===== src/rtl/t5_hart_sched_if.sv =====
// Bundle between the t5 front end and the hart scheduler: control, retirement and issue.
interface t5_hart_sched_if #(
    parameter int XLEN = 32
);
    // Both strobes are valid-only with no ready.
    // xvld qualifies xhart/xbra/xbpc on the edge where it is high and sena is high.
    // fvld qualifies fhart/fpc for the cycle the scheduler holds it high.
    logic            sena;
    logic [3:0]      hstart;
    logic [3:0]      hstop;
    logic [XLEN-1:0] hpc;
    logic            xvld;
    logic [1:0]      xhart;
    logic            xbra;
    logic [XLEN-1:0] xbpc;
    logic            fvld;
    logic [1:0]      fhart;
    logic [XLEN-1:0] fpc;
    logic [3:0]      hrun;
    logic [31:0]     sidle;

    modport master (
        output sena, hstart, hstop, hpc, xvld, xhart, xbra, xbpc,
        input  fvld, fhart, fpc, hrun, sidle
    );

    modport slave (
        input  sena, hstart, hstop, hpc, xvld, xhart, xbra, xbpc,
        output fvld, fhart, fpc, hrun, sidle
    );
endinterface


===== src/rtl/t5_hart_sched.sv =====
// Four-hart barrel scheduler: round-robin issue, per-hart PC file, redirects and start/stop.
// Optional idle-slot counter on sidle is built only when T5_SCHED_IDLE_CNT_EN is defined.
module t5_hart_sched #(
    parameter int              XLEN     = 32,
    parameter logic [XLEN-1:0] RESET_PC = '0
) (
    input logic            sclk,
    input logic            srst,
    t5_hart_sched_if.slave bus
);

    logic [XLEN-1:0] pc_q [4];
    logic [3:0]      hrun_q;
    logic [3:0]      busy_q;
    logic [1:0]      ptr_q;
    logic            fvld_q;
    logic [1:0]      fhart_q;
    logic [XLEN-1:0] fpc_q;

    logic [3:0] runnable;
    logic       sel_vld;
    logic [1:0] sel_h;
    logic [1:0] cand;
    logic       retire;
    logic [3:0] issue_oh;
    logic [3:0] clr_oh;
    logic [3:0] busy_n;
    logic [3:0] hrun_n;
    logic [3:0] load;
    logic [XLEN-1:0] hpc_al;
    logic [XLEN-1:0] xbpc_al;

    logic unused_low_bits;
    assign unused_low_bits = ^{bus.hpc[1:0], bus.xbpc[1:0]};

    assign runnable = hrun_q & ~busy_q;
    assign hpc_al   = {bus.hpc[XLEN-1:2], 2'b00};
    assign xbpc_al  = {bus.xbpc[XLEN-1:2], 2'b00};

    // Walk from the farthest candidate back to ptr+1 so the nearest runnable hart wins.
    always_comb begin
        sel_vld = 1'b0;
        sel_h   = ptr_q;
        cand    = ptr_q;
        for (int i = 4; i >= 1; i--) begin
            cand = ptr_q + i[1:0];
            if (runnable[cand]) begin
                sel_vld = 1'b1;
                sel_h   = cand;
            end
        end
    end

    // A retirement on a hart that is not busy is a protocol error and has no effect.
    assign retire = bus.xvld & busy_q[bus.xhart];

    always_comb begin
        issue_oh = '0;
        clr_oh   = '0;
        if (sel_vld) issue_oh[sel_h] = 1'b1;
        if (retire)  clr_oh[bus.xhart] = 1'b1;
    end

    assign busy_n = (busy_q | issue_oh) & ~clr_oh;
    assign load   = bus.hstart & ~hrun_q & ~bus.hstop;
    assign hrun_n = (hrun_q | bus.hstart) & ~bus.hstop;

    always_ff @(posedge sclk) begin
        if (!srst) begin
            for (int h = 0; h < 4; h++) pc_q[h] <= RESET_PC;
            hrun_q  <= 4'b0001;
            busy_q  <= '0;
            ptr_q   <= 2'd3;
            fvld_q  <= 1'b0;
            fhart_q <= '0;
            fpc_q   <= RESET_PC;
        end else if (bus.sena) begin
            if (sel_vld) begin
                fvld_q      <= 1'b1;
                fhart_q     <= sel_h;
                fpc_q       <= pc_q[sel_h];
                pc_q[sel_h] <= pc_q[sel_h] + XLEN'(4);
                ptr_q       <= sel_h;
            end else begin
                fvld_q <= 1'b0;
            end
            busy_q <= busy_n;
            hrun_q <= hrun_n;
            // Later writes win: a redirect overrides the +4, a start load overrides both.
            if (retire && bus.xbra) pc_q[bus.xhart] <= xbpc_al;
            for (int h = 0; h < 4; h++) begin
                if (load[h]) pc_q[h] <= hpc_al;
            end
        end
    end

    assign bus.fvld  = fvld_q;
    assign bus.fhart = fhart_q;
    assign bus.fpc   = fpc_q;
    assign bus.hrun  = hrun_q;

`ifdef T5_SCHED_IDLE_CNT_EN
    logic [31:0] sidle_q;

    // Counts enabled edges that register an empty issue slot; wraps silently.
    always_ff @(posedge sclk) begin
        if (!srst) begin
            sidle_q <= '0;
        end else if (bus.sena && !sel_vld) begin
            sidle_q <= sidle_q + 32'd1;
        end
    end

    assign bus.sidle = sidle_q;
`else
    assign bus.sidle = 32'h0;
`endif

endmodule


===== src/flat_wrapper.sv =====
// flat-port wrapper written by rule: the top's interface ports become plain ports
module t5_hart_sched_flat 
#(
    parameter int              XLEN     = 32,
    parameter logic [XLEN-1:0] RESET_PC = '0
)
  (sclk, srst, bus_sena, bus_hstart, bus_hstop, bus_hpc, bus_xvld, bus_xhart, bus_xbra, bus_xbpc, bus_fvld, bus_fhart, bus_fpc, bus_hrun, bus_sidle);
  t5_hart_sched_if #(.XLEN(XLEN)) bus_i ();
  input logic sclk;
  input logic srst;
  input wire logic [$bits(bus_i.sena)-1:0] bus_sena;
  input wire logic [$bits(bus_i.hstart)-1:0] bus_hstart;
  input wire logic [$bits(bus_i.hstop)-1:0] bus_hstop;
  input wire logic [$bits(bus_i.hpc)-1:0] bus_hpc;
  input wire logic [$bits(bus_i.xvld)-1:0] bus_xvld;
  input wire logic [$bits(bus_i.xhart)-1:0] bus_xhart;
  input wire logic [$bits(bus_i.xbra)-1:0] bus_xbra;
  input wire logic [$bits(bus_i.xbpc)-1:0] bus_xbpc;
  output wire logic [$bits(bus_i.fvld)-1:0] bus_fvld;
  output wire logic [$bits(bus_i.fhart)-1:0] bus_fhart;
  output wire logic [$bits(bus_i.fpc)-1:0] bus_fpc;
  output wire logic [$bits(bus_i.hrun)-1:0] bus_hrun;
  output wire logic [$bits(bus_i.sidle)-1:0] bus_sidle;
  assign bus_i.sena = bus_sena;
  assign bus_i.hstart = bus_hstart;
  assign bus_i.hstop = bus_hstop;
  assign bus_i.hpc = bus_hpc;
  assign bus_i.xvld = bus_xvld;
  assign bus_i.xhart = bus_xhart;
  assign bus_i.xbra = bus_xbra;
  assign bus_i.xbpc = bus_xbpc;
  assign bus_fvld = bus_i.fvld;
  assign bus_fhart = bus_i.fhart;
  assign bus_fpc = bus_i.fpc;
  assign bus_hrun = bus_i.hrun;
  assign bus_sidle = bus_i.sidle;
  t5_hart_sched #(.XLEN(XLEN), .RESET_PC(RESET_PC)) u_core (.sclk(sclk), .srst(srst), .bus(bus_i));
endmodule

===== config.mk =====
export PLATFORM = sky130hd
export DESIGN_NAME = t5_hart_sched_flat
export DESIGN_NICKNAME = d
export VERILOG_FILES = /design/src/rtl/t5_hart_sched_if.sv /design/src/rtl/t5_hart_sched.sv /design/src/flat_wrapper.sv
export SDC_FILE = /design/constraint.sdc
export NUM_CORES = 1
export LEC_CHECK = 0
export ABC_AREA = 1
export BUFFER_PORTS_ARGS = -buffer_cell sky130_fd_sc_hd__buf_2
export CAP_MARGIN = 20
export CORE_MARGIN = 2
export CORE_UTILIZATION = 54
export CTS_BUF_LIST = sky130_fd_sc_hd__clkbuf_8
export DETAILED_ROUTE_END_ITERATION = 10
export PLACE_DENSITY = 0.76
export SLEW_MARGIN = 0
export SYNTH_ARGS = -nofsm -noshare
export SYNTH_HDL_FRONTEND = slang
export SYNTH_SLANG_ARGS = --single-unit

===== constraint.sdc =====
create_clock -name sclk -period 3.1 [get_ports sclk]
set_input_delay 0.465 -clock sclk [delete_from_list [all_inputs] [get_ports sclk]]
set_output_delay 0.465 -clock sclk [all_outputs]
set_load 0.005 [all_outputs]

Yosys cells after proc, flatten, opt, wreduce, memory -nomap -nowiden
Memory sizes are Yosys's and may differ from the RTL's. Index checks and enable logic that the tools add are counted.

Add/sub/neg operators: 4. Eq/ne operators: 4. Multiplexer cells: 52. Reduce and logical (&&, ||, !) cells: 4. Order comparisons: 8. Bitwise gates (word level): 28.

Operators with widths (number): 32-bit 2-to-1 mux (4); 1-bit 2-to-1 mux (36); 32-bit by 3-bit adder with 32-bit output (second input constant) (1); 4-bit AND (5); 2-bit by 3-bit < comparator with 1-bit output (second input constant) (6); 4-bit inverter (4); 1-bit binary-select mux with 2-bit select (5); 1-bit AND (9); 2-bit == test (second input constant) (4); 4-bit 2-to-1 mux (2); 4-bit bitwise OR (2); 2-bit 2-to-1 mux (3); 2-bit adder (second input constant) (2); 1-bit demux with 2-bit select (2); 2-bit by 1-bit greater-or-equal comparator with 1-bit output (second input constant) (2); 1-bit inverter (4); 1-bit bitwise OR (4); 1-bit logical AND (3); 2-bit by 1-bit adder with 2-bit output (second input constant) (1); 2-bit AND reduction (1).

Output and inout port bits: 71. Register bits after elaboration: 45. Logic and storage cells: 107. Input port bits: 79. Memories kept: 1. Bits in writable memories: 128.

Memories: u_core.pc_q (words 4, bits a word 32, read ports 1, clocked after memory_dff 0, wr ports 6, RTL line t5_hart_sched.sv:12) `logic [XLEN-1:0] pc_q [4];`.

Logic depth before layout (Yosys ltp)
Gate-level depths: netlist of run 1.

Depth after elaboration: 14. Mapped depth: 25. Mapped depth without buffers: 23.

Least setup slack after synthesis of run 1
No wires, ideal clock.

Path kind: input to register. Start: input bus_sena. End: memory u_core.pc_q[3][10], enable pin. Library setup time: 0.429 ns. Stages on the path: 8. Data arrival time: 2.926 ns. Setup slack: -0.255 ns. Path buffers: 1. Cells stage by stage: clkbuf_1 -> nand2_1 -> inv_1 -> nand3_1 -> inv_1 -> a31oi_1 -> nand2_1 -> o211ai_1.

RTL lines: start: declaration (RTL line flat_wrapper.sv:11) `input wire logic [$bits(bus_i.sena)-1:0] bus_sena;`; end: declaration (RTL line t5_hart_sched.sv:12).

==> impl_metrics.py, run 1 <==
metrics = {
    "run": {
        "cap_violations": 0,
    },
    "final_layout": {
        "area_growth_syn_to_layout_pct": 23.3,
        "layout.nets": 1778,
        "num_antenna_cells": 0,
        "fill_cells": 1657,
        "multi_input_area_mm2": 0.00559,
        "fin_cells": 1981,
        "seq_area_mm2": 0.00467,
        "drive_gt1_share_pct": 24.3,
    },
    "cts": {
        "htreeDepth": 4,
        "cts_sinks": 173,
        "cts_root_buf": "clkbuf_8",
        "max-clock-path-buffers": 2,
        "cts_tree": "done",
        "insertion_delay_ns": 0.48,
        "hold_buffers": 0,
        "clkSlewWorstSetupHoldPaths_ns": 0.10,
        "cts_buffers": 17,
    },
    "floorplanning": {
        "dieWidth_um": 146,
        "die-area_mm2": 0.0214,
        "fp-row-count": 52,
        "initial_utilization_pct": 54.5,
        "core_mm2": 0.0200,
        "fp.dieH_um": 146,
        "top_level_ports": 150,
    },
    "run_status": {
        "status": "finished clean",
    },
    "grt": {
        "grt_usage_pct": 33.1,
        "grt_max_degree": 44,
        "grt_pass1_vias": 10659,
        "grt_overflow": 0,
        "antenna_found_initial": 0,
        "grt_pass1_wl_um": 55100,
    },
    "setup_path": {
        "crit_fanout": 7,
        "critical_path_class": "reg -> reg",
        "end_kind": "flip-flop",
        "cp-start-kind": "flip-flop",
        "critical_path_arrival_ns": 3.26,
        "cp_data_required_time_ns": 3.33,
    },
    "timing": {
        "setup_viol": 0,
        "fin_crit_sh_pct": 97.9,
        "hold_viol": 0,
        "timing.fmax_ghz": 0.330,
        "fin_worst_skew_ns": 0.00967,
        "slew_viol_final": 0,
        "relSlewSlack_pct": 30.2,
        "worst_slew_pin_slew_ns": 1.05,
        "layout_min_cycle_time_ns": 3.03,
        "rsz0062_at_grt": "yes",
    },
    "route": {
        "final_antenna_net_count": 0,
        "routed_wl_um": 36100,
        "dr.pass1.iters": 7,
        "avgViaCountPerCell": 5.75,
        "drtIter0Drc": 1215,
        "wl_per_cell_um": 18.2,
        "drc_errors": 0,
        "vias": 11398,
    },
    "placement": {
        "placedCellCount": 1937,
        "gp_congestion": 0.946,
        "place_hpwl_um": 24100,
        "io_buffers": 113,
    },
    "logic_synthesis": {
        "synthCells": 1512,
        "yosys_warnings": 0,
        "async_reset_ff_share_pct": 0,
        "synth_edf_count": 120,
        "synthDistinctLibCells": 41,
        "yosysSeqAreaShare_pct": 42.7,
        "synth-seq-cells": 173,
        "syn_area_mm2": 0.0109,
        "synth.avg_cell_area_um2": 7.22,
        "ys.flop_type": "edfxtp_1",
    },
    "hold_path": {
        "hp-class": "in -> reg",
    },
}
==> Yosys cell counts (4+ instances only) <==
cell type	instances	area share [%]
xor2_1	8	0.64
o21ai_0	42	1.9
dfxtp_1	53	9.7
clkinv_1	6	0.21
a211oi_1	4	0.27
nor2_1	74	2.5
nand2_1	478	16
o221ai_1	13	1.0
o211ai_1	25	1.7
inv_2	4	0.14
buf_4	34	2.3
clkbuf_1	51	1.8
nand3b_1	26	1.8
nand3_1	220	10
inv_1	180	6.2
nand2_2	6	0.34
nand4_1	51	2.9
a21oi_1	35	1.6
buf_6	4	0.41
nor2_2	21	1.2
buf_2	14	0.64
o21ai_1	6	0.27
nor2_4	4	0.41
edfxtp_1	120	33
o22ai_1	4	0.23
nor3_1	5	0.23
==> stage by stage <==
| stage | utilization [%] | setup TNS (ns) | hold slack [ns] | setup WS, ns | area (um^2) |
|---|---|---|---|---|---|
| floorplan | - | -1.86 | 0.445 | -0.0619 | 11100 |
| global placement | 62.3 | -4.34 | 0.452 | -0.114 | 12500 |
| detailed placement | 62.4 | -9.89 | 0.458 | -0.246 | 12500 |
| CTS | 64.6 | 0 | 0.157 | 0.0200 | 12900 |
| global route | 67.2 | -2.03 | 0.173 | -0.0865 | 13500 |
| finish | 67.2 | 0 | 0.168 | 0.0665 | 13500 |
==> layout by cell type (no fill, tap or decap), types with 4 or more instances in the layout <==
cell type,netlist,routed
a21oi_1,35,35
buf_12,0,14
buf_2,14,113
buf_4,34,110
clkbuf_8,0,18
clkinv_1,6,6
conb_1,1,32
dfxtp_1,53,51
edfxtp_1,120,120
inv_1,180,175
inv_2,4,6
inv_4,0,4
inv_6,1,4
nand2_1,478,453
nand2_2,6,28
nand2_4,3,5
nand3_1,220,199
nand3_2,2,17
nand3_4,1,7
nand3b_1,26,26
nand4_1,51,51
nor2_1,74,37
nor2_2,21,32
nor2_4,4,30
nor3_1,5,4
o211ai_1,25,25
o21ai_0,42,42
o21ai_1,6,4
o221ai_1,13,13
o22ai_1,4,4
xor2_1,8,8
==> worst max-delay path: stages (launching register included) <==
cell	delay (ns)
dfxtp_4	0.45
inv_6	0.06
nand3_1	0.08
nand2_1	0.08
nand2_1	0.11
nand2_2	0.09
nand2_4	0.10
nand2_4	0.07
nand2_8	0.08
nand2_8	0.08
buf_6	0.14
nand3b_1	0.10
nand2_1	0.07
nor2_2	0.15
ha_2	0.22
nand2_2	0.07
nor2_4	0.16
nand3b_1	0.22
nor2_1	0.18
nand2_2	0.10
nand3_1	0.09
nand3_1	0.07
==> sequential cells by signal, summed over array words and instances, names as in the netlist <==
name	count
u_core.pc_q	128
u_core.busy_q	4
u_core.bus.fvld	1
u_core.ptr_q	2
u_core.bus.fpc	32
u_core.bus.hrun	4
u_core.bus.fhart	2
==> final timing paths <==
check,start,end,slack [ns],depth (start not counted)
max,u_core.ptr_q[0],u_core.pc_q[2][20],0.07,21
min,bus_hstop[2],u_core.bus.hrun[2],0.17,2
max reg2reg,u_core.ptr_q[0],u_core.pc_q[2][20],0.07,21
min reg2reg,u_core.bus.fhart[1],u_core.bus.fhart[1],0.47,2
==> metal layers <==
metal / share of wire [%] / global-route usage, % / up-vias
li1: - / - / 5310
met1: 38 / 43.3 / 5147
met3: 12 / 6.09 / 163
met2: 45 / 53.4 / 778
met4: 4.8 / 15.5 / 0
met5: 0 / 0 / -
==> area by class of cell <==
cell class	count	share of cell area, %
Timing Repair Buffer	242	12.9
Tap cell	270	2.51
Sequential cell	173	34.7
Inverter	191	5.42
Multi-Input combinational cell	1073	41.5
Clock buffer	18	1.84
Clock inverter	14	1.19
==> repair_timing <==
item                       in CTS  in global routing
setup buffers                   0                 12
setup endpoints to repair     106                106
resized for setup               9                111
cloned                          0                  0
pin swaps                       1                 24
==> cells by family after synthesis <==
family	Yosys count	synth area share [%]
DFF	173	42.7
and+or+nand+nor	895	37.0
AOI/OAI and AO/OA	136	7.54
other	1	0.0343
xor gates and xnor gates	9	0.791
adders and majority gates	1	0.115
buffers and inverters	297	11.9
Power of run 1 is not shown: default switching activity piles up to over one toggle a cycle in this logic, so the estimate is an artifact.
==> run 2: changes to the inputs <==
RECOVER_POWER = 100   (was unset)
==> run 2 against run 1 <==
Final cell count did not move. Wire length up 0.17%. Utilization decreased by 0.17 points. Critical path depth is 1 higher. Die area stayed put. Worst setup slack got worse by 0.011 ns. Fmax shrank 0.37%. Via count up 0.29%. Non-clock buffer count unchanged. Flip-flop and latch count did not move. Critical path type unchanged.
==> impl_metrics.py, run 2 (same netlist as run 1, synthesis figures left out) <==
metrics = {
    "final_layout": {
        "largest-register": "u_core.pc_q",
        "largest_reg_flops": 128,
        "layout.nets": 1778,
        "fill_cells": 1673,
        "seq_area_mm2": 0.00467,
        "multi_input_area_mm2": 0.00559,
        "num_antenna_cells": 0,
        "area_growth_syn_to_layout_pct": 23.0,
        "fin_cells": 1981,
        "drive_gt1_share_pct": 23.1,
        "final_common_cell": "nand2_1",
        "final_cell_mix": "nand2_1 (453), nand3_1 (199), inv_1 (175)",
    },
    "setup_path": {
        "crit_fanout": 7,
        "end_kind": "flip-flop",
        "worstRegToRegCells": 22,
        "cpPeakStageDelay_ns": 0.41,
        "rrSetupSlack_ns": 0.06,
        "cp_data_required_time_ns": 3.33,
        "r2r_end": "u_core.pc_q[2][20]",
        "critical_path_class": "reg -> reg",
        "slowest_stage": "dfxtp_4",
        "critPathMostFrequentCell": "nand2_2",
        "cp-start-kind": "flip-flop",
        "cp_cell_sequence": "inv_6 -> nand3_1 -> nand2_2 -> nand2_2 -> nand2_1 -> inv_1 -> nand2_4 -> nand2_4 -> nand2_8 -> nand2_8 -> buf_6 -> nand3b_1 -> nand2_1 -> nor2_2 -> ha_2 -> nand2_2 -> nor2_4 -> nand3b_1 -> nor2_1 -> nand2_2 -> nand3_1 -> nand3_1",
        "r2r_start": "u_core.ptr_q[0]",
        "critPathLaunch": "u_core.ptr_q[0]",
        "critical_path_arrival_ns": 3.27,
    },
    "cts": {
        "cts_buffers": 17,
        "cts_root_buf": "clkbuf_8",
        "max-clock-path-buffers": 2,
        "cts_tree": "done",
        "htreeDepth": 4,
        "insertion_delay_ns": 0.48,
        "cts_sinks": 173,
        "clkSlewWorstSetupHoldPaths_ns": 0.10,
    },
    "timing": {
        "rsz0062_at_grt": "yes",
        "layout_min_cycle_time_ns": 3.04,
        "hold_viol": 0,
        "worst_slew_pin_slew_ns": 1.02,
        "timing.fmax_ghz": 0.328,
        "fin_crit_sh_pct": 98.2,
        "slew_viol_final": 0,
        "worst_hold_slack_ns": 0.168,
        "setup_slack_ns": 0.0552,
        "setup_viol": 0,
        "relSlewSlack_pct": 31.8,
        "fin_setup_tns_ns": 0,
        "fin_worst_skew_ns": 0.0107,
    },
    "route": {
        "wl_per_cell_um": 18.3,
        "avgViaCountPerCell": 5.77,
        "highest_layer": "met4",
        "vias": 11431,
        "final_antenna_net_count": 0,
        "routed_wl_um": 36200,
        "drc_errors": 0,
        "met2_length_um": 16200,
        "wl_met1_um": 13700,
        "dr.pass1.iters": 7,
        "route.met3.wl_um": 4450,
        "drtIter0Drc": 1215,
    },
    "hold_path": {
        "hold_start": "bus_hstop[2]",
        "hold_path_end": "u_core.bus.hrun[2]",
        "hold_depth": 2,
        "hp-class": "in -> reg",
    },
    "grt": {
        "grt_max_degree": 44,
        "antenna_found_initial": 0,
        "grt_usage_pct": 33.1,
        "grt_pass1_wl_um": 55100,
        "grt_pass1_vias": 10659,
        "grt_overflow": 0,
    },
    "run_status": {
        "status": "finished clean",
    },
    "run": {
        "cap_violations": 0,
    },
    "placement": {
        "gp_congestion": 0.946,
        "placedCellCount": 1937,
        "place_hpwl_um": 24100,
        "place_ws_ns": -0.246,
        "io_buffers": 113,
    },
    "floorplanning": {
        "fp-row-count": 52,
        "dieWidth_um": 146,
        "core_mm2": 0.0200,
        "initial_utilization_pct": 54.5,
        "top_level_ports": 150,
        "die-area_mm2": 0.0214,
        "fp.dieH_um": 146,
    },
}
## run 2: cell type report
type	instances	share of cell area [%]
Multi-Input combinational cell	1073	41.6
Timing Repair Buffer	242	12.7
Clock inverter	14	1.19
Clock buffer	18	1.84
Tap cell	270	2.51
Inverter	191	5.43
Sequential cell	173	34.8
## run 2: worst max path at each step
stage	to	depth (start not counted)
2_1_floorplan	u_core.pc_q[3][10]	7
3_3_place_gp	u_core.pc_q[3][20]	15
3_5_place_dp	u_core.pc_q[1][30]	19
4_1_cts	u_core.pc_q[2][13]	20
5_1_grt	u_core.pc_q[3][14]	24
6_report	u_core.pc_q[2][20]	22
## run 2: metal layers
metal / track usage (%) / vias up
met3: 6.09 / 174
met2: 53.4 / 787
met4: 15.5 / 0
met5: 0 / -
li1: - / 5306
met1: 43.3 / 5164
## run 2: worst max-delay path: cells and delay by family, from the launching register on
family / cells / cell delay, ns
and+or+nand+nor: 18 / 1.86
adders and majority gates: 1 / 0.22
DFF: 1 / 0.41
buffers and inverters: 3 / 0.28
## run 2: what timing repair did
action                     in CTS  in global routing
pin swaps                       1                 24
gates cloned                    0                  0
buffers inserted                0                 12
setup endpoints to repair     106                106
hold buffers                    0                  0
resized for setup               9                111
## run 2: through the flow
step	cell area [um^2]	util, %
floorplan	11100	-
global placement	12500	62.3
detailed placement	12500	62.4
CTS	12900	64.6
global route	13400	67.0
finish	13400	67.0
Power of run 2 is left out for the same reason.
